===== config.mk =====
export PLATFORM = sky130hd
export DESIGN_NAME = dispense_timer
export DESIGN_NICKNAME = d
export VERILOG_FILES = /design/src/rtl/dispenser_pkg.sv /design/src/rtl/tick_gen.sv /design/src/rtl/dispense_timer.sv
export SDC_FILE = /design/constraint.sdc
export NUM_CORES = 1
export LEC_CHECK = 0
export CAP_MARGIN = 10
export CORE_MARGIN = 2
export CORE_UTILIZATION = 55
export DETAILED_ROUTE_END_ITERATION = 16
export PLACE_DENSITY = 0.77
export SYNTH_ARGS = -nofsm -noshare
export SYNTH_HDL_FRONTEND = slang
export SYNTH_SLANG_ARGS = --single-unit

===== constraint.sdc =====
create_clock -name clk -period 2.7 [get_ports clk]
set_input_delay 0.54 -clock clk [delete_from_list [all_inputs] [get_ports clk]]
set_output_delay 0.54 -clock clk [all_outputs]
set_load 0.02 [all_outputs]

===== src/rtl/dispenser_pkg.sv =====
// Shared types and constants for the dispenser sequencer.
package dispenser_pkg;

    typedef enum logic [1:0] {
        S_IDLE  = 2'd0,
        S_COUNT = 2'd1,
        S_OPEN  = 2'd2
    } state_t;

    localparam int               COUNT_W   = 8;
    localparam logic [COUNT_W-1:0] COUNT_MAX = 8'd255;

endpackage


===== src/rtl/tick_gen.sv =====
// Seconds prescaler: one-cycle tick every TICK_DIV cycles while run is high.
module tick_gen #(
    parameter int TICK_DIV = 50_000_000
) (
    input  logic clk,
    input  logic reset,
    input  logic run,
    output logic tick
);

    localparam int            PW   = (TICK_DIV > 1) ? $clog2(TICK_DIV) : 1;
    localparam logic [PW-1:0] LAST = PW'(TICK_DIV - 1);

    logic [PW-1:0] presc;

    // run comes from registered FSM state, so tick has no input-to-output path
    assign tick = run && (presc == LAST);

    // Free-run while active, wrap after the tick cycle, hold at zero when idle
    always_ff @(posedge clk or negedge reset) begin
        if (!reset)
            presc <= '0;
        else if (!run || tick)
            presc <= '0;
        else
            presc <= presc + PW'(1);
    end

endmodule


===== src/rtl/dispense_timer.sv =====
// Dispenser gate sequencer: counts a latched interval down in seconds ticks,
// then holds the gate open for OPEN_TICKS ticks, optionally repeating.
module dispense_timer
    import dispenser_pkg::*;
#(
    parameter int TICK_DIV   = 50_000_000,
    parameter int OPEN_TICKS = 3,
    parameter int W          = 4
) (
    input  logic               clk,
    input  logic               reset,
    input  logic               start,
    input  logic               stop,
    input  logic               auto_repeat,
    input  logic [W-1:0]       interval,
    output logic [W-1:0]       remaining,
    output logic               gate_open,
    output logic               busy,
    output logic               done,
    output logic [COUNT_W-1:0] dispense_count
);

    // A zero open time would make the gate phase meaningless; clamp to one tick
    localparam int            OT_EFF = (OPEN_TICKS < 1) ? 1 : OPEN_TICKS;
    localparam int            OW     = $clog2(OT_EFF + 1);
    localparam logic [OW-1:0] OT_LD  = OW'(OT_EFF);

    state_t               state, state_n;
    logic [W-1:0]         interval_q, interval_n;
    logic [W-1:0]         rem_n;
    logic [OW-1:0]        open_cnt, open_n;
    logic                 done_n;
    logic [COUNT_W-1:0]   cnt_n;
    logic                 run;
    logic                 tick;

    assign run       = (state != S_IDLE);
    assign busy      = run;
    assign gate_open = (state == S_OPEN);

    // Prescaler is never cleared between phases, so every phase is whole ticks
    tick_gen #(.TICK_DIV(TICK_DIV)) u_tick (
        .clk   (clk),
        .reset (reset),
        .run   (run),
        .tick  (tick)
    );

    // Next-state and next-register values; stop overrides everything
    always_comb begin
        state_n    = state;
        interval_n = interval_q;
        rem_n      = remaining;
        open_n     = open_cnt;
        cnt_n      = dispense_count;
        done_n     = 1'b0;
        if (stop) begin
            state_n = S_IDLE;
            rem_n   = '0;
        end else begin
            case (state)
                S_IDLE: begin
                    if (start) begin
                        interval_n = interval;
                        if (interval != '0) begin
                            rem_n   = interval;
                            state_n = S_COUNT;
                        end else begin
                            rem_n   = '0;
                            open_n  = OT_LD;
                            state_n = S_OPEN;
                        end
                    end
                end
                S_COUNT: begin
                    if (tick) begin
                        if (remaining == W'(1)) begin
                            rem_n   = '0;
                            open_n  = OT_LD;
                            state_n = S_OPEN;
                        end else begin
                            rem_n = remaining - W'(1);
                        end
                    end
                end
                S_OPEN: begin
                    if (tick) begin
                        if (open_cnt > OW'(1)) begin
                            open_n = open_cnt - OW'(1);
                        end else begin
                            // end of dispense: done shows in the cycle after this edge
                            done_n = 1'b1;
                            if (dispense_count != COUNT_MAX)
                                cnt_n = dispense_count + COUNT_W'(1);
                            if (!auto_repeat) begin
                                state_n = S_IDLE;
                            end else if (interval_q != '0) begin
                                rem_n   = interval_q;
                                state_n = S_COUNT;
                            end else begin
                                // zero interval with repeat: gate stays high, done still pulses
                                open_n = OT_LD;
                            end
                        end
                    end
                end
                default: state_n = S_IDLE;
            endcase
        end
    end

    // State and datapath registers
    always_ff @(posedge clk or negedge reset) begin
        if (!reset) begin
            state          <= S_IDLE;
            interval_q     <= '0;
            remaining      <= '0;
            open_cnt       <= '0;
            done           <= 1'b0;
            dispense_count <= '0;
        end else begin
            state          <= state_n;
            interval_q     <= interval_n;
            remaining      <= rem_n;
            open_cnt       <= open_n;
            done           <= done_n;
            dispense_count <= cnt_n;
        end
    end

endmodule


== Yosys cells after proc, flatten, opt, wreduce, memory -nomap -nowiden ==
Index checks and enable logic that the tools add are counted.

* Register bits after elaboration: 47
* Output and inout bits: 15
* Logic and storage cells: 82

* Add/subtract/negate cells: 4
* Order comparisons: 1
* Equal/unequal tests: 20
* Mux-type cells: 34
* Bitwise gates (word level): 2
* Reductions and logical operators: 14

{| class="wikitable"
|+ Operator list
! kind !! count
|-
| 2-to-1 mux 4 bit || 9
|-
| 2-to-1 mux 2 bit || 17
|-
| adder 26 x 1 -> 26 bit (second input constant) || 1
|-
| == test 26 bit (second input constant) || 1
|-
| 2-to-1 mux 26 bit || 1
|-
| inequality test 3 bit (second input constant) || 5
|-
| inequality test 3 x 2 -> 1 bit (second input constant) || 4
|-
| case mux 2 bit (3 select lines) || 2
|-
| case mux 4 bit (3 select lines) || 1
|-
| nonzero test 4 bit || 3
|-
| AND reduction 9 bit || 1
|-
| adder 8 x 1 -> 8 bit (second input constant) || 1
|-
| inequality test 8 bit (second input constant) || 1
|-
| AND reduction 7 bit || 1
|-
| inequality test 2 bit (second input constant) || 3
|-
| AND reduction 6 bit || 1
|-
| AND reduction 5 bit || 1
|-
| == test 4 x 1 -> 1 bit (second input constant) || 1
|-
| 2-to-1 mux 1 bit || 4
|-
| inequality test 2 x 1 -> 1 bit (second input constant) || 2
|-
| inequality test 4 x 3 -> 1 bit (second input constant) || 1
|-
| subtractor 4 x 1 -> 4 bit (second input constant) || 1
|-
| AND reduction 3 bit || 1
|-
| nonzero test 3 bit || 1
|-
| 10 further kinds || 11
|}

== Longest topological paths before layout ==
Gate-level depths: netlist (run 1).

* Depth in word-level cells: 7
* Mapped depth: 8

== Cells and area by module ==
Synthesis (run 1) repeated with hierarchy kept, for this count alone.

* Cells, all modules: 272
* Area total of the unflattened synthesis: 2668.8 um^2

{| class="wikitable"
|+ By module, submodules not included
! module !! times used !! cells an instance !! area each (um^2) !! seq. area each (um^2)
|-
| tick_gen || 1 || 143 || 1376.3 || 650.6
|-
| dispense_timer || 1 || 129 || 1292.5 || 525.5
|}

== Worst setup path after synthesis (run 1) ==
Ideal clock, no wire load.

* Path type: register to register
* From: reg state[0]
* To: reg dispense_count[1]
* Setup time: 0.125 ns
* Arrival: 2.058 ns
* Required time: 2.575 ns
* Setup slack: 0.517 ns
* Stages on the path, launching flop included: 8
* Path buffers: 0
* Period minus slack after synthesis: 2.183 ns
* Path through: dfrtp_1 -> inv_1 -> ha_1 -> inv_1 -> or4_1 -> inv_1 -> and3_1 -> mux2_2

{| class="wikitable"
|+ RTL lines
! item !! line !! RTL
|-
| start, declared || dispense_timer.sv:28 || <nowiki>state_t state, state_n;</nowiki>
|-
| start signal, assigned || dispense_timer.sv:122 || <nowiki>state <= state_n;</nowiki>
|-
| == test 2 bit || - ||
|-
| via gate_open || dispense_timer.sv:17 || <nowiki>output logic gate_open,</nowiki>
|-
| AND reduction 5 bit (no source line) || - ||
|-
| end signal, assigned || dispense_timer.sv:127 || <nowiki>dispense_count <= cnt_n;</nowiki>
|-
| end, declared || dispense_timer.sv:20 || <nowiki>output logic [COUNT_W-1:0] dispense_count</nowiki>
|}

The timed path passes the listed nets, and every way through them passes these cells.
A chain may end at the register's enable or synchronous reset.

== Final worst setup path (run 1) ==
* From: reg state[0]
* To: out busy

* Longest elaborated chain between the ends: 1

{| class="wikitable"
|+ RTL lines
! item !! line !! RTL
|-
| nonzero test 2 bit || dispense_timer.sv:37 || <nowiki>assign run = (state != S_IDLE);</nowiki>
|-
| end, declared || dispense_timer.sv:18 || <nowiki>output logic busy,</nowiki>
|}

Every way passes these cells.

==> results of run 1 <==
cell families (layout without fill, tap and decap cells):
group                      after synthesis  count (layout)  share of synthesized area (%)
AOI/OAI and AO/OA                       25              25                           7.22
xor gates and xnor gates                31              31                           10.2
adders and majority gates                8               8                           3.75
buffers and inverters                   21              50                           3.28
DFF                                     47              47                           44.0
muxes                                   12              12                           5.25
and+or+nand+nor                        136             136                           26.3
registers in the layout (all words and copies together), names as in the netlist:
signal / count
remaining: 4
interval_q: 4
dispense_count: 8
u_tick.presc: 26
state: 2
done: 1
open_cnt: 2
power breakdown:
group	total [W]	switching (W)	internal, W	leakage (nW)
Combinational	0.000747	0.000414	0.000333	0.589
Sequential	0.000895	0.000101	0.000794	0.630
Clock	0.000455	0.000245	0.000210	0.0484
critical path: stages (launching register included):
cell	delay [ns]
sky130_fd_sc_hd__dfrtp_1	0.42
sky130_fd_sc_hd__inv_1	0.09
sky130_fd_sc_hd__ha_1	0.32
sky130_fd_sc_hd__inv_1	0.21
sky130_fd_sc_hd__clkdlybuf4s50_1	0.64
worst max-delay path by stage:
stage	start	endpoint	slack, ns
final	state[0]$_DFFE_PN0P_	busy	0.18
after global routing	state[0]$_DFFE_PN0P_	busy	0.08
after CTS	state[0]$_DFFE_PN0P_	busy	0.19
after detailed placement	interval[0]	open_cnt[0]$_DFFE_PN0P_	0.14
after global placement	interval[0]	open_cnt[0]$_DFFE_PN0P_	0.17
after floorplan	state[0]$_DFFE_PN0P_	dispense_count[1]$_DFFE_PN0P_	0.52
metrics by stage:
step,utilization (%),power (W),setup WS [ns]
finish,65.3,0.00210,0.177
global placement,63.3,0.00164,0.168
CTS,65.3,0.00211,0.189
floorplan,-,0.00141,0.517
detailed placement,63.3,0.00166,0.136
global route,65.3,0.00222,0.0793
final cells by class:
cell class | count | area (µm²) | share of cell area (%)
Tap cell | 54 | 67.6 | 2.20
Clock buffer | 7 | 86.3 | 2.82
Clock inverter | 1 | 8.76 | 0.286
Timing Repair Buffer | 29 | 270 | 8.82
Sequential cell | 47 | 1180 | 38.4
Multi-Input combinational cell | 212 | 1410 | 45.9
Inverter | 13 | 48.8 | 1.59
layer usage:
layer,part of all wire [%],GRT usage [%],up-vias
li1,-,-,1044
met1,47,31.3,1005
met5,0,0,-
met2,47,35.7,51
met4,1.2,6.87,0
met3,4.2,4.66,5
cell usage in the layout, fill, tap and decap left out, types with 4 or more instances in the layout:
master	instances
sky130_fd_sc_hd__dfrtp_1	47
sky130_fd_sc_hd__nor2_1	42
sky130_fd_sc_hd__clkdlybuf4s50_1	22
sky130_fd_sc_hd__nand2_1	21
sky130_fd_sc_hd__xnor2_1	20
sky130_fd_sc_hd__nand3_1	16
sky130_fd_sc_hd__inv_1	13
sky130_fd_sc_hd__nor4_1	13
sky130_fd_sc_hd__xor2_1	11
sky130_fd_sc_hd__nand4_1	10
sky130_fd_sc_hd__nor3_1	10
sky130_fd_sc_hd__mux2_2	8
sky130_fd_sc_hd__ha_1	8
sky130_fd_sc_hd__clkbuf_8	6
sky130_fd_sc_hd__buf_4	6
sky130_fd_sc_hd__o31ai_1	5
sky130_fd_sc_hd__and3_1	4
sky130_fd_sc_hd__a21oi_1	4
==> results.yml, run 1 <==
synthesis:
  synth-edff-count: 0
  warnings_synthesis: 0
  most_frequent_cells_after_synthesis: "sky130_fd_sc_hd__dfrtp_1 (47), sky130_fd_sc_hd__nor2_1 (42), sky130_fd_sc_hd__nand2_1 (21)"
  synthesis.instances: 280
  yosys_most_used_dff: "sky130_fd_sc_hd__dfrtp_1"
  yosysMostFrequentCell: "sky130_fd_sc_hd__dfrtp_1"
  syn_nets: 297
  portion_of_synthesized_cell_area_occupied_by_the_leading_cell_type_pct: 44.0
  synth.yosys.seq_area_share_pct: 44.0
  async_reset_ff_share_pct: 100
  cell_types_with_the_largest_area_share_after_synthesis: "sky130_fd_sc_hd__dfrtp_1 (44%), sky130_fd_sc_hd__xnor2_1 (6.6%), sky130_fd_sc_hd__nor2_1 (5.9%)"
  synth_area_per_cell_um2: 9.54
  synth.cell_area_mm2: 0.00267
  yosys_register_bits: 47
  ys_types: 46
  synthDominantAreaCellType: "sky130_fd_sc_hd__dfrtp_1"
global_routing:
  grt_start_max_net_pins: 34
  vias_in_the_first_global_route: 2051
  grtUsageTotal_pct: 22.6
  antenna_violations_before_repair: 0
  grt_first_pass_wirelength_um: 9380
  grt_remaining_overflow: 0
clocking:
  ctsRootBufferMaster: "sky130_fd_sc_hd__clkbuf_8"
  setup_fix_bufs_post_cts: 0
  clock-sinks: 47
  clk_latency_ns: 0.31
  clk_transition_reported_paths_ns: 0.09
  ctsResizeCount: 0
  cts.path.max_buffers: 2
  cts-htree-levels: 2
  cts.hold.buffers_added: 0
  number_of_clock_buffers_inserted_by_tritoncts: 5
  cts_tree: "yes"
setup_path:
  worst_ep_arrival_time_ns: 1.98
  cp_max_fo: 9
  reg2reg_setup_slack_ns: 0.34
  cp.required_ns: 2.16
  worstSetupPathType: "reg -> out"
  reg2reg_depth: 5
  rr_endpoint: "state[0]$_DFFE_PN0P_"
  startpoint_type: "register"
  critical_path_sink_type: "output port"
  timing.rr.start: "u_tick.presc[0]$_DFF_PN0_"
die:
  dieHeight_um: 73.7
  die_area_mm2: 0.00543
  top_level_port_count: 24
  core.rowCount: 25
  floorplan.core_area_mm2: 0.00469
  die_x_um: 73.7
  starting_density_of_the_core_pct: 56.9
timing:
  fin_worst_hold_slack_ns: 0.130
  hold_viol: 0
  final.period_utilization_pct: 93.5
  final_max_slew_viol_count: 0
  max_freq_mhz: 396
  final-setup-viol-count: 0
  fin_tns_setup_ns: 0
  timing.slew.headroom_pct: 53.5
  rsz0062_at_grt: "false"
  timing.clock.skew_ns: 0.00626
  worstMarginPinSlew_ns: 0.692
  timing.final.crit_period_ns: 2.52
outcome:
  run_status: "finished clean"
layout:
  num_antenna_cells: 0
  proportion_of_layout_cells_with_a_drive_suffix_above_1_pct: 9.39
  final_net_count: 325
  finish.instance_area_mm2: 0.00306
  layout-area-overhead-vs-synth_pct: 14.8
  num-fill-cells: 380
  layout.cells.non_filler: 363
route:
  first_pass_iters: 5
  postRouteWirelength_um: 5480
  drt-wirelength-per-cell_um: 15.1
  via_count: 2105
  final_antenna_net_count: 0
  drt_drc_violations_left: 0
  drt_iter0_markers: 213
  post_drt_via_cell_ratio: 5.80
pwr:
  pwr_density_cell_mw_per_mm2: 684
  cellLeakagePower_nw: 1.27
  worst_ir_drop_vdd_uv: 522
placement:
  placed_cell_area_mm2: 0.00297
  place_congestion: 0.822
  buffer_ports.inserted: 23
  dp.cells: 355
  detailedPlacementHpwl_um: 4000
hold_path:
  min-delay-path-class: "in -> async"
flow_run:
  cap_viol_max_count: 0
Note: power is estimated with default switching activity, not from simulation.
==> run 2: changes to the inputs <==
Settings changed: CORE_UTILIZATION 55 to 52, PLACE_DENSITY 0.77 to 0.76.
Clock period 2.7 ns to 2.2 ns, I/O delays scaled along.
==> results.yml, run 2 (synthesized netlist as in run 1, its figures left out) <==
layout:
  layout.cells.non_filler: 414
  number_of_flip_flops_under_the_largest_register_name: 26
  num_antenna_cells: 0
  proportion_of_layout_cells_with_a_drive_suffix_above_1_pct: 21.5
  mostFrequentLayoutCells: "sky130_fd_sc_hd__dfrtp_1 (47), sky130_fd_sc_hd__nor2_1 (41), sky130_fd_sc_hd__buf_4 (40)"
  registers.top_by_ff_count: "u_tick.presc"
  final_net_count: 360
  most_common_cell_after_layout_fill_and_taps_aside: "sky130_fd_sc_hd__dfrtp_1"
  largest_registers: "u_tick.presc (26), dispense_count (8)"
  layout-area-overhead-vs-synth_pct: 28.2
  num-fill-cells: 401
clocking:
  cts.path.max_buffers: 2
  clock-sinks: 47
  number_of_clock_buffers_inserted_by_tritoncts: 5
  ctsRootBufferMaster: "sky130_fd_sc_hd__clkbuf_8"
  clk_transition_reported_paths_ns: 0.08
  cts_tree: "yes"
  cts-htree-levels: 2
  clk_latency_ns: 0.30
  setup_fix_bufs_post_cts: 0
placement:
  dp.cells: 406
  buffer_ports.inserted: 23
  detailedPlacementHpwl_um: 4290
  place_congestion: 0.887
global_routing:
  antenna_violations_before_repair: 0
  vias_in_the_first_global_route: 2185
  grtUsageTotal_pct: 22.8
  grt_remaining_overflow: 0
  grt_start_max_net_pins: 48
  grt_first_pass_wirelength_um: 9900
route:
  postRouteWirelength_um: 5890
  final_antenna_net_count: 0
  post_drt_via_cell_ratio: 5.52
  first_pass_iters: 4
  drt-wirelength-per-cell_um: 14.2
  drt_drc_violations_left: 0
  drt_iter0_markers: 127
  via_count: 2287
timing:
  worstMarginPinSlew_ns: 0.596
  timing.final.crit_period_ns: 2.10
  final_max_slew_viol_count: 0
  final.period_utilization_pct: 95.7
  max_freq_mhz: 475
  fin_worst_hold_slack_ns: 0.221
  hold_viol: 0
  final-setup-viol-count: 0
  timing.clock.skew_ns: 0.00858
  timing.slew.headroom_pct: 60.2
die:
  die_x_um: 75.7
  core.rowCount: 26
  top_level_port_count: 24
  starting_density_of_the_core_pct: 53.0
  die_area_mm2: 0.00572
  floorplan.core_area_mm2: 0.00504
  dieHeight_um: 75.7
setup_path:
  worst_ep_arrival_time_ns: 2.29
  critical_path_sink_type: "register"
  critical_path_depth: 5
  cp_max_fo: 8
  cp.required_ns: 2.39
  reg2reg_setup_slack_ns: 0.1
  startpoint_type: "register"
  rr_endpoint: "remaining[3]$_DFFE_PN0P_"
  timing.rr.start: "u_tick.presc[10]$_DFF_PN0_"
  crit_buf_inv: 0
  timing.critical_path.slowest_cell_delay_ns: 0.42
  worstSetupPathType: "reg -> reg"
  worst_path_dominant_cell_family: "simple AND/OR/NAND/NOR gates"
  reg2reg_depth: 5
  cpMaxStageDelayCell: "sky130_fd_sc_hd__or3_4"
  crit_chain: "nor4b_2, nand4_1, or3_4, o31a_4, mux2_4"
pwr:
  cellInternalPower_w: 0.00175
  power.switching_fraction_pct: 35.1
  worst_ir_drop_vdd_uv: 792
  p_comb_share_pct: 38.5
  cellLeakagePower_nw: 1.48
  net-switching-power_w: 0.000947
  share_seq_of_total_power_pct: 40.3
  power.share.clock_pct: 21.2
  pwr_density_cell_mw_per_mm2: 788
outcome:
  run_status: "finished clean"
hold_path:
  min-delay-path-class: "in -> async"
flow_run:
  cap_viol_max_count: 0
[run 2: timing repair]
| action | 4_1_cts | 5_1_grt |
|---|---|---|
| hold endpoints to repair | 0 | 0 |
| setup endpoints to repair | 7 | 9 |
| pin swaps | 0 | 2 |
| hold buffers | 0 | 0 |
| cloned | 0 | 0 |
| resized for setup | 4 | 9 |
[run 2: routing by layer]
metal | vias up | GRT usage (%) | share of wire [%]
met5 | - | 0 | 0
met3 | 2 | 4.63 | 4.2
met2 | 57 | 37.4 | 50
met1 | 1112 | 30.6 | 45
met4 | 0 | 6.82 | 0.61
li1 | 1116 | - | -
[run 2: worst register-to-register path: cells and delay by family, from the launching register on]
family,cells,cell delay [ns]
flip-flops,1,0.40
AO/OA/AOI/OAI,1,0.38
multiplexers,1,0.30
AND/OR/NAND/NOR,3,0.92
[run 2: metrics by stage]
stage / TNS [ns] / worst slack [ns] / util [%] / cell area [µm²] / total power [W]
2_1_floorplan: 0 / 0.0170 / - / 2670 / 0.00172
3_3_place_gp: -0.617 / -0.206 / 64.7 / 3260 / 0.00209
3_5_place_dp: -0.929 / -0.285 / 64.7 / 3260 / 0.00211
4_1_cts: 0 / 0.0310 / 66.9 / 3370 / 0.00267
5_1_grt: -0.0135 / -0.0111 / 67.9 / 3420 / 0.00287
6_report: 0 / 0.0956 / 67.9 / 3420 / 0.00270
[run 2: cell type report]
class	count	area, µm²	share of cell area, %
Clock buffer	8	100	2.92
Inverter	13	48.8	1.43
Multi-Input combinational cell	212	1470	42.9
Sequential cell	47	1180	34.4
Tap cell	70	87.6	2.56
Timing Repair Buffer	64	543	15.9
[run 2: worst max-delay path by stage]
stage                                    start  slack (ns)                       endpoint
CTS                 u_tick.presc[10]$_DFF_PN0_        0.03  dispense_count[6]$_DFFE_PN0P_
finish              u_tick.presc[10]$_DFF_PN0_         0.1       remaining[3]$_DFFE_PN0P_
detailed placement                 interval[0]       -0.28        open_cnt[1]$_DFFE_PN0P_
global placement                   interval[0]       -0.21        open_cnt[0]$_DFFE_PN0P_
global route        u_tick.presc[10]$_DFF_PN0_       -0.01  dispense_count[6]$_DFFE_PN0P_
floorplan                 state[0]$_DFFE_PN0P_        0.02  dispense_count[1]$_DFFE_PN0P_
[run 2: power groups by stage]
stage / combinational [W] / clock (W) / sequential (W)
after floorplan: 0.000607 / 0 / 0.00112
after global routing: 0.00115 / 0.000617 / 0.00111
final: 0.00104 / 0.000571 / 0.00109
after CTS: 0.00100 / 0.000587 / 0.00108
after global placement: 0.000993 / 0 / 0.00110
after detailed placement: 0.00101 / 0 / 0.00110
==> run 3: changes to the inputs <==
Settings changed: GPL_TIMING_DRIVEN set to 0.
==> results.yml, run 3 (synthesized netlist as in run 1, its figures left out) <==
layout:
  num-fill-cells: 408
  largest_registers: "u_tick.presc (26), dispense_count (8)"
  mostFrequentLayoutCells: "sky130_fd_sc_hd__dfrtp_1 (46), sky130_fd_sc_hd__nor2_1 (42), sky130_fd_sc_hd__clkdlybuf4s50_1 (21)"
  registers.top_by_ff_count: "u_tick.presc"
  layout-area-overhead-vs-synth_pct: 20.9
  final_net_count: 332
  proportion_of_layout_cells_with_a_drive_suffix_above_1_pct: 15.2
  final_util_pct: 64.0
  most_common_cell_after_layout_fill_and_taps_aside: "sky130_fd_sc_hd__dfrtp_1"
  num_antenna_cells: 0
  number_of_flip_flops_under_the_largest_register_name: 26
timing:
  worstMarginPinSlew_ns: 0.771
  timing.clock.skew_ns: 0.00830
  timing.slew.headroom_pct: 48.1
  max_freq_mhz: 457
  final_max_slew_viol_count: 0
  fin_tns_setup_ns: 0
  final.period_utilization_pct: 99.4
  timing.final.crit_period_ns: 2.19
  rsz0062_at_grt: "true"
  hold_viol: 0
  fin_worst_hold_slack_ns: 0.503
  final-setup-viol-count: 0
die:
  dieHeight_um: 75.7
  top_level_port_count: 24
  core.rowCount: 26
  floorplan.core_area_mm2: 0.00504
  die_area_mm2: 0.00572
  starting_density_of_the_core_pct: 53.0
  die_x_um: 75.7
setup_path:
  critical_path.startpoint: "u_tick.presc[11]$_DFF_PN0_"
  rr_endpoint: "state[0]$_DFFE_PN0P_"
  reg2reg_depth: 6
  cp.required_ns: 2.39
  worstSetupPathType: "reg -> reg"
  timing.rr.start: "u_tick.presc[11]$_DFF_PN0_"
  reg2reg_setup_slack_ns: 0.01
  worst_ep_arrival_time_ns: 2.38
  cp_max_fo: 9
  critical_path_sink_type: "register"
  critPathCapture: "state[0]$_DFFE_PN0P_"
  startpoint_type: "register"
clocking:
  clk_transition_reported_paths_ns: 0.09
  cts.path.max_buffers: 2
  ctsRootBufferMaster: "sky130_fd_sc_hd__clkbuf_8"
  clock-sinks: 47
  number_of_clock_buffers_inserted_by_tritoncts: 5
  cts-htree-levels: 2
  cts_tree: "yes"
  clk_latency_ns: 0.30
global_routing:
  antenna_violations_before_repair: 0
  grt_start_max_net_pins: 41
  grt_first_pass_wirelength_um: 9400
  grt_remaining_overflow: 0
  grtUsageTotal_pct: 21.5
  vias_in_the_first_global_route: 2066
pwr:
  power.share.clock_pct: 24.4
  worst_ir_drop_vdd_uv: 667
  cellLeakagePower_nw: 1.33
  share_seq_of_total_power_pct: 40.4
  pwr_density_cell_mw_per_mm2: 842
  p_comb_share_pct: 35.2
  net-switching-power_w: 0.000944
  power.switching_fraction_pct: 34.8
  cellInternalPower_w: 0.00177
route:
  drt-wirelength-per-cell_um: 14.8
  drt_drc_violations_left: 0
  postRouteWirelength_um: 5700
  post_drt_via_cell_ratio: 5.66
  final_antenna_net_count: 0
  via_count: 2185
  first_pass_iters: 4
  drt_iter0_markers: 123
placement:
  place_congestion: 0.803
  buffer_ports.inserted: 23
  detailedPlacementHpwl_um: 3950
flow_run:
  cap_viol_max_count: 0
hold_path:
  min-delay-path-class: "reg -> reg"
outcome:
  run_status: "finished clean"
==> run 3: what timing repair did <==
item | in CTS | in global routing
hold buffers | 1 | 0
setup endpoints to repair | 21 | 30
endpoints found under the hold margin | 7 | 0
gates cloned | 0 | 0
buffers inserted | 0 | 4
pin swaps | 2 | 3
resized for setup | 10 | 11
==> run 3: how the worst min path moves through the flow <==
stage / from / endpoint / depth (start not counted)
floorplan: reset / dispense_count[0]$_DFFE_PN0P_ / 0
global placement: open_cnt[0]$_DFFE_PN0P_ / open_cnt[0]$_DFFE_PN0P_ / 1
detailed placement: reset / dispense_count[0]$_DFFE_PN0P_ / 1
CTS: reset / dispense_count[0]$_DFFE_PN0P_ / 2
global route: open_cnt[0]$_DFFE_PN0P_ / open_cnt[0]$_DFFE_PN0P_ / 1
finish: open_cnt[0]$_DFFE_PN0P_ / open_cnt[0]$_DFFE_PN0P_ / 1
==> run 3: final cells by class <==
class	instances	area [µm²]	share of cell area, %
buffer	7	40.0	1.24
clock buffer	6	82.6	2.56
clock inverter	2	35.0	1.09
multi-input combinational	212	1470	45.6
tap	70	87.6	2.71
inverter	13	48.8	1.51
timing repair buffer	29	284	8.80
sequential	47	1180	36.5
==> run 3: per-layer routing <==
metal / track usage (%) / wire, µm
met3: 3.31 / 209
met5: 0 / 0
met2: 34.8 / 2820
met4: 7.60 / 67
met1: 29.4 / 2610
==> run 3: power by group through the flow <==
stage / clock network, W / logic (W) / registers [W]
after floorplan: 0 / 0.000607 / 0.00112
after global placement: 0 / 0.000871 / 0.00111
after detailed placement: 0 / 0.000896 / 0.00111
after CTS: 0.000670 / 0.000902 / 0.00110
after global routing: 0.000700 / 0.00105 / 0.00112
final: 0.000662 / 0.000957 / 0.00110
==> run 3: through the flow <==
step | std cells | instance area [µm²] | setup slack [ns] | power, W
6_report | 386 | 3230 | 0.0141 | 0.00272
5_1_grt | 386 | 3230 | -0.0533 | 0.00287
4_1_cts | 382 | 3160 | 0.000985 | 0.00267
3_5_place_dp | 374 | 3000 | -0.322 | 0.00201
3_3_place_gp | 373 | 2990 | -0.615 | 0.00198
2_1_floorplan | 280 | 2670 | 0.0170 | 0.00172
==> run 3: critical path, stage by stage (launching register included) <==
cell and delay (ns):
sky130_fd_sc_hd__dfrtp_2 0.46, sky130_fd_sc_hd__nor4b_2 0.25, sky130_fd_sc_hd__nand4_1 0.23, sky130_fd_sc_hd__or3_1 0.38
sky130_fd_sc_hd__buf_6 0.16, sky130_fd_sc_hd__a211oi_2 0.24, sky130_fd_sc_hd__mux2_2 0.36
